## config.mk

```make
export PLATFORM = sky130hd
export DESIGN_NAME = operand_fetch
export DESIGN_NICKNAME = d
export VERILOG_FILES = /design/src/rtl/operand_fetch.sv
export SDC_FILE = /design/constraint.sdc
export NUM_CORES = 2
export LEC_CHECK = 0
export ABC_AREA = 1
export BUFFER_PORTS_ARGS = -buffer_cell sky130_fd_sc_hd__buf_2
export CAP_MARGIN = 20
export CORE_ASPECT_RATIO = 1.2
export CORE_MARGIN = 2
export CORE_UTILIZATION = 23
export CTS_CLUSTER_DIAMETER = 120
export DETAILED_ROUTE_END_ITERATION = 16
export HOLD_SLACK_MARGIN = 0.08
export PLACE_DENSITY_LB_ADDON = 0.25
export RECOVER_POWER = 25
export SLEW_MARGIN = 20
export SYNTH_ARGS = -nofsm -noshare
export SYNTH_HDL_FRONTEND = slang
export SYNTH_SLANG_ARGS = --single-unit
```

## constraint.sdc

```tcl
create_clock -name clk -period 2.77 [get_ports clk]
set_input_delay 0.1385 -clock clk [delete_from_list [all_inputs] [get_ports clk]]
set_output_delay 0.1385 -clock clk [all_outputs]
set_load 0.01 [all_outputs]
```

## src/rtl/operand_fetch.sv

```systemverilog
// Operand fetch stage: 32-entry register file, pending-write scoreboard and a one-deep output register.
// Define OPF_BYPASS_EN to forward same-cycle writeback data into operand reads and hazard checks.
module operand_fetch #(
   parameter int DW = 32,
   parameter int IW = 32
) (
   input  logic          clk,
   input  logic          rst_n,
   input  logic          in_valid,
   input  logic [IW-1:0] in_inst,
   output logic          in_ready,
   output logic          out_valid,
   input  logic          out_ready,
   output logic [DW-1:0] out_r1,
   output logic [DW-1:0] out_r2,
   output logic [IW-1:0] out_inst,
   input  logic          wb_en,
   input  logic [4:0]    wb_rd,
   input  logic [DW-1:0] wb_data
);

   localparam logic [6:0] OP_ALU  = 7'h33;
   localparam logic [6:0] OP_ALUI = 7'h13;

   logic [DW-1:0] rf [32];
   logic [31:0]   pending;
   logic [31:0]   pend_eff;
   logic [31:0]   wb_hit;
   logic [31:0]   set_mask;
   logic [4:0]    rs1;
   logic [4:0]    rs2;
   logic [4:0]    out_rd;
   logic [6:0]    opcode;
   logic [6:0]    out_op;
   logic [DW-1:0] rd1;
   logic [DW-1:0] rd2;
   logic          stall;
   logic          accept;
   logic          out_hs;

   assign rs1    = in_inst[19:15];
   assign rs2    = in_inst[24:20];
   assign opcode = in_inst[6:0];
   assign out_rd = out_inst[11:7];
   assign out_op = out_inst[6:0];

   assign wb_hit = (wb_en && (wb_rd != 5'd0)) ? (32'd1 << wb_rd) : 32'd0;

`ifdef OPF_BYPASS_EN
   // A writeback landing this cycle resolves its hazard immediately.
   assign pend_eff = pending & ~wb_hit;

   always_comb begin
      rd1 = rf[rs1];
      rd2 = rf[rs2];
      if ((rs1 != 5'd0) && wb_hit[rs1]) rd1 = wb_data;
      if ((rs2 != 5'd0) && wb_hit[rs2]) rd2 = wb_data;
   end
`else
   assign pend_eff = pending;

   always_comb begin
      rd1 = rf[rs1];
      rd2 = rf[rs2];
   end
`endif

   assign stall = in_valid &&
                  (((rs1 != 5'd0) && pend_eff[rs1]) ||
                   ((opcode == OP_ALU) && (rs2 != 5'd0) && pend_eff[rs2]));

   assign in_ready = (!out_valid || out_ready) && !stall;
   assign accept   = in_valid && in_ready;
   assign out_hs   = out_valid && out_ready;

   assign set_mask = (out_hs && ((out_op == OP_ALU) || (out_op == OP_ALUI)) && (out_rd != 5'd0))
                     ? (32'd1 << out_rd) : 32'd0;

   // rf[0] is never written, so it always reads zero.
   always_ff @(posedge clk or negedge rst_n) begin
      if (!rst_n) begin
         for (int i = 0; i < 32; i++) rf[i] <= '0;
      end else if (wb_en && (wb_rd != 5'd0)) begin
         rf[wb_rd] <= wb_data;
      end
   end

   // Set wins over clear when both hit the same index.
   always_ff @(posedge clk or negedge rst_n) begin
      if (!rst_n) begin
         pending <= '0;
      end else begin
         pending <= (pending & ~wb_hit) | set_mask;
      end
   end

   always_ff @(posedge clk or negedge rst_n) begin
      if (!rst_n) begin
         out_valid <= 1'b0;
         out_r1    <= '0;
         out_r2    <= '0;
         out_inst  <= '0;
      end else if (accept) begin
         out_valid <= 1'b1;
         out_r1    <= rd1;
         out_r2    <= rd2;
         out_inst  <= in_inst;
      end else if (!out_valid || out_ready) begin
         out_valid <= 1'b0;
      end
   end

endmodule

```

Yosys cells after proc, flatten, opt, wreduce, memory -nomap -nowiden
Cells that the tools add are included.
Cells by class
  shift-type cells: 2
  multiplexer cells: 17
  bitwise logic cells: 6
  order comparisons: 6
  eq/ne operators: 3
  reduce and logical (&&, ||, !) cells: 21
Operator list (number)
  bitwise mux 1024 bit: 1
  binary-select mux 32 bit (select 5 bit): 2
  two-way mux 32 bit: 7
  demux 32 bit (select 5 bit): 1
  left shift 1 x 5 -> 32 bit (first input constant): 2
  AND 32 bit: 1
  inverter 32 bit: 1
  OR 32 bit: 1
  nonzero test 5 bit: 4
  greater-or-equal comparator 6 bit (second input constant): 3
  inverter 5 -> 6 bit: 3
  equality test 7 x 6 -> 1 bit (second input constant): 2
  < comparator 5 x 6 -> 1 bit (second input constant): 2
  logical AND 1 bit: 11
  binary-select mux 1 bit (select 5 bit): 2
  equality test 7 x 5 -> 1 bit (second input constant): 1
  < comparator 6 x 1 -> 1 bit (second input constant): 1
  two-way mux 1 bit: 4
  logical OR 1 bit: 3
  zero test 1 bit: 2
  nonzero test 2 bit: 1
Word-level totals
  register bits: 1153
  input port bits: 74
  word-level logic and storage cells: 92

Longest topological paths before layout
  depth after elaboration: 9
  depth in mapped cells: 15
  depth with buffers taken out: 11

Worst setup path before layout
No wires, ideal clock.
  path kind: input -> register
  from: input port in_inst[15]
  to: register out_r1[14]
  arrival: 1449 ps
  buffers on the path: 5
  library setup time: 123 ps
  stages on the path: 11
  slack: 1198 ps
  path through: buf_4 buf_6 buf_6 buf_6 buf_2 o211ai_1 nand3_1 nand3_1 nand3_1 o21ai_0 o21ai_2
Between the ends
  longest elaborated chain between the ends: 8
  elaborated cells on any way between the ends: 13
  classes of those cells: 5 x mux; 1 x bitwise; 7 x reduce/logical
RTL lines
  from (decl): line 10  | input logic [IW-1:0] in_inst,
  binary-select mux 1 bit (select 5 bit): line 69  | (((rs1 != 5'd0) && pend_eff[rs1]) ||
  two-way mux 1 bit (implied by the code): line 69
  logical AND 1 bit: line 69
  logical OR 1 bit: line 69
  logical AND 1 bit: line 68  | assign stall = in_valid &&
  zero test 1 bit: line 72  | assign in_ready = (!out_valid || out_ready) && !stall;
  logical AND 1 bit: line 72
  logical AND 1 bit: line 73  | assign accept = in_valid && in_ready;
  to (signal assigned): line 105  | out_r1 <= rd1;
  to (decl): line 14  | output logic [DW-1:0] out_r1,
Several ways; a longest one is shown, not always the timed one. The select of a mux whose other input is x is not followed.
A chain may end at the register's enable or synchronous reset.

Final worst setup path
  from: input port wb_rd[2]
  to: register rf[504] (netlist name)
Between the ends
  longest elaborated chain between the ends: 6
  elaborated cells on any way between the ends: 9
  classes of those cells: 2 x order compare; 3 x mux; 1 x bitwise; 3 x reduce/logical
RTL lines
  from (decl): line 18  | input logic [4:0] wb_rd,
  inverter 5 -> 6 bit (implied by the code): line 84  | rf[wb_rd] <= wb_data;
  greater-or-equal comparator 6 bit (implied by the code) / < comparator 6 x 1 -> 1 bit (equally long branches): line 84
  logical AND 1 bit (implied by the code): line 84
  two-way mux 32 bit (implied by the code): line 84
  demux 32 bit (select 5 bit): line 84
  bitwise mux 1024 bit: line 84
  to (signal, indexed assignment): line 84
  to (decl): line 25  | logic [DW-1:0] rf [32];
Several ways; a longest one is shown, not always the timed one.

==> impl_metrics.yaml <==
synth:
  yosysTopAreaCell: "dfrtp_1"
  synth-seq-area-share: 0.474
  synthDistinctLibCells: 27
  synth_nets: 8141
  synth_area_leaders: "dfrtp_1, o21ai_0, a21oi_1, nand2_1, nand3_1"
  synth-warning-count: 0
  syn_avg_cell_area_um2: 7.55
  ys_ff_latch: 1153
  syn-instance-count: 8067
  synth_top_area_share: 0.474
  netlist_area_mm2: 0.0609
drt:
  met3_wirelength_mm: 18.3
  num_vias: 58558
  top_layer_used: "met5"
  wirelength_mm: 278
  first_pass_iters: 9
  wl_met1_mm: 116
  drtIter0Drc: 6606
  drtAntennaViolNets: 0
  viasPerCell: 5.13
  drcViolationCount: 0
  drt-wirelength-per-cell_um: 24.4
  wl_met2_mm: 130
timing:
  relSlewSlack: 0.201
  worst_slack_ns: 0.159
  rsz0062_at_grt: "no"
  final_hold_viol_count: 0
  fmaxAchievable_ghz: 0.383
  slew_violations: 0
  finClkSkew_ns: 0.0251
  finalCriticalPeriod_ns: 2.61
  finalSetupViolations: 0
  fin_setup_tns_ns: 0
  min_period_over_period: 0.943
  worst_slew_pin_slew_ns: 1.20
die:
  die_h_um: 568
  start_util: 0.232
  die-area_mm2: 0.269
  die_w_um: 474
  num_rows: 206
  core_mm2: 0.263
  ios: 172
place:
  dpl.hpwl_mm: 157
  gp_congestion: 0.869
  dpl_worst_slack_ns: 0.374
  io_buffers: 171
  dp.cells: 11082
clock_network:
  cts-buffers-inserted: 137
  cts_tree: "done"
  htree_levels: 4
  post_cts_buffers: 0
  cts.sinks: 1153
  clk_pin_slew_ns: 0.06
  cts_resized: 0
  worstSkewPairLatency_ns: 0.81
  cts-root-buf: "clkbuf_16"
  clk_path_buf_depth: 3
setup_path:
  startpoint_type: "input port"
  crit_path_frequent_cell: "dlygate4sd3_1"
  end_kind: "flop"
  cp_top_family: "buffers and inverters"
  slowest_delay_ns: 0.70
  cp_num_buf_inv: 6
  cp.arrival_ns: 3.26
  crit_required_ns: 3.42
  path_max_fanout: 16
  path_cells: "dlygate4sd3_1, buf_2, inv_1, nand4_1, dlygate4sd3_1, nor2_1, clkinv_2, buf_4, nand2_1, o21ai_0"
  slowest_stage: "dlygate4sd3_1"
  worstSetupPathType: "in -> reg"
global_routing:
  grt_overflow_total: 0
  grtUsageTotal: 0.203
  antenna_found_initial: 33
  grt_pass1_wl_mm: 404
  grt_max_degree: 145
  grt_pass1_vias: 55751
power_and_ir_drop:
  p_leak_nw: 30.5
  ir_worst_vdd_v: 0.000744
  pwr_density_cell_mw_per_mm2: 742
layout:
  final_cells: 11421
  syn_to_final_growth_pct: 16.1
  fin_nets: 7953
  post-route-util: 0.269
  drive_gt1_frac: 0.0886
flow_run:
  cap_violations: 0
status:
  status: "completed"
hold_path:
  hp-class: "in -> reg"
==> state kept, by name, indices dropped and copies added, names as in the netlist <==
name,flops
rf,1024
out_inst,32
out_r1,32
out_valid,1
pend_eff,32
out_r2,32
==> kinds of logic after synthesis <==
family,Yosys count,synth area share
compound gates,3148,0.270
simple gates,2346,0.160
buf+inv,1420,0.0961
flops,1153,0.474
==> final cells by class <==
type,count,area [um2]
clock inverters,32,359
fillers,28378,192000
diodes,6,15.0
flip-flops and latches,1153,28900
repair buffers,469,4240
inverters,624,2390
clock buffers,211,4190
well taps,3432,4290
multi-input cells,5494,26400
==> metrics by stage <==
step / area (um2) / total power, mW / hold WS [ns]
2_1_floorplan: 60900 / 29.5 / -0.157
3_3_place_gp: 65400 / 33.6 / 0.122
3_5_place_dp: 65400 / 33.9 / 0.121
4_1_cts: 70900 / 52.9 / 0.0867
5_1_grt: 70700 / 55.5 / 0.139
6_report: 70700 / 52.5 / 0.0995
==> tightest hold or removal path: stages <==
cell and delay [ns]:
buf_4 0.15, buf_12 0.20, nand3_1 0.13, nand3_1 0.07, nand2_1 0.11, o21ai_2 0.07
==> synth_stat cells, drive strengths merged <==
master / instances
o21ai: 1880
clkbuf: 488
inv: 620
dfrtp: 1153
a21oi: 1089
nand2: 1313
o22ai: 49
o32ai: 1
nand4: 16
o211ai: 129
or3: 1
nor3: 14
or2: 1
nor2: 303
clkinv: 4
buf: 308
nand3: 698
==> worst paths after layout <==
check                         endpoint  slack, ns  depth (start not counted)    startpoint
max                            rf[504]       0.16                         10      wb_rd[2]
min reg2reg                pend_eff[0]       0.37                          0   pend_eff[0]
min in group asynchronous      rf[645]       1.23                          4         rst_n
min                         out_r2[29]        0.1                          6   in_inst[23]
max in group asynchronous   out_r2[14]       0.35                          5         rst_n
max reg2reg                out_inst[2]       0.40                         11  pend_eff[25]
==> report_power, final <==
group          switching (mW)  total (mW)  internal (mW)
Clock                    7.74        18.7           10.9
Combinational            7.41        11.2           3.83
Sequential               2.00        22.6           20.6
==> repair_timing <==
item	in CTS	in global routing
hold buffers	90	0
hold endpoints to repair	1696	0
setup endpoints to repair	0	0
==> cells in the final DEF (no fill, tap or decap), drive strengths merged, types with 14 or more instances in the layout <==
master / count
o21ai: 1880
nand2: 1313
dfrtp: 1153
a21oi: 1089
nand3: 698
inv: 620
buf: 357
nor2: 303
clkbuf: 234
o211ai: 129
dlygate4sd3: 89
o22ai: 49
clkinv: 27
nand4: 16
nor3: 14
==> routing by layer <==
layer,global-route usage,vias to the layer above
met5,0,-
met4,0.0909,24
met3,0.0305,616
met2,0.334,2605
met1,0.262,28522
li1,-,26791
Note: power is estimated with default switching activity, not from simulation.
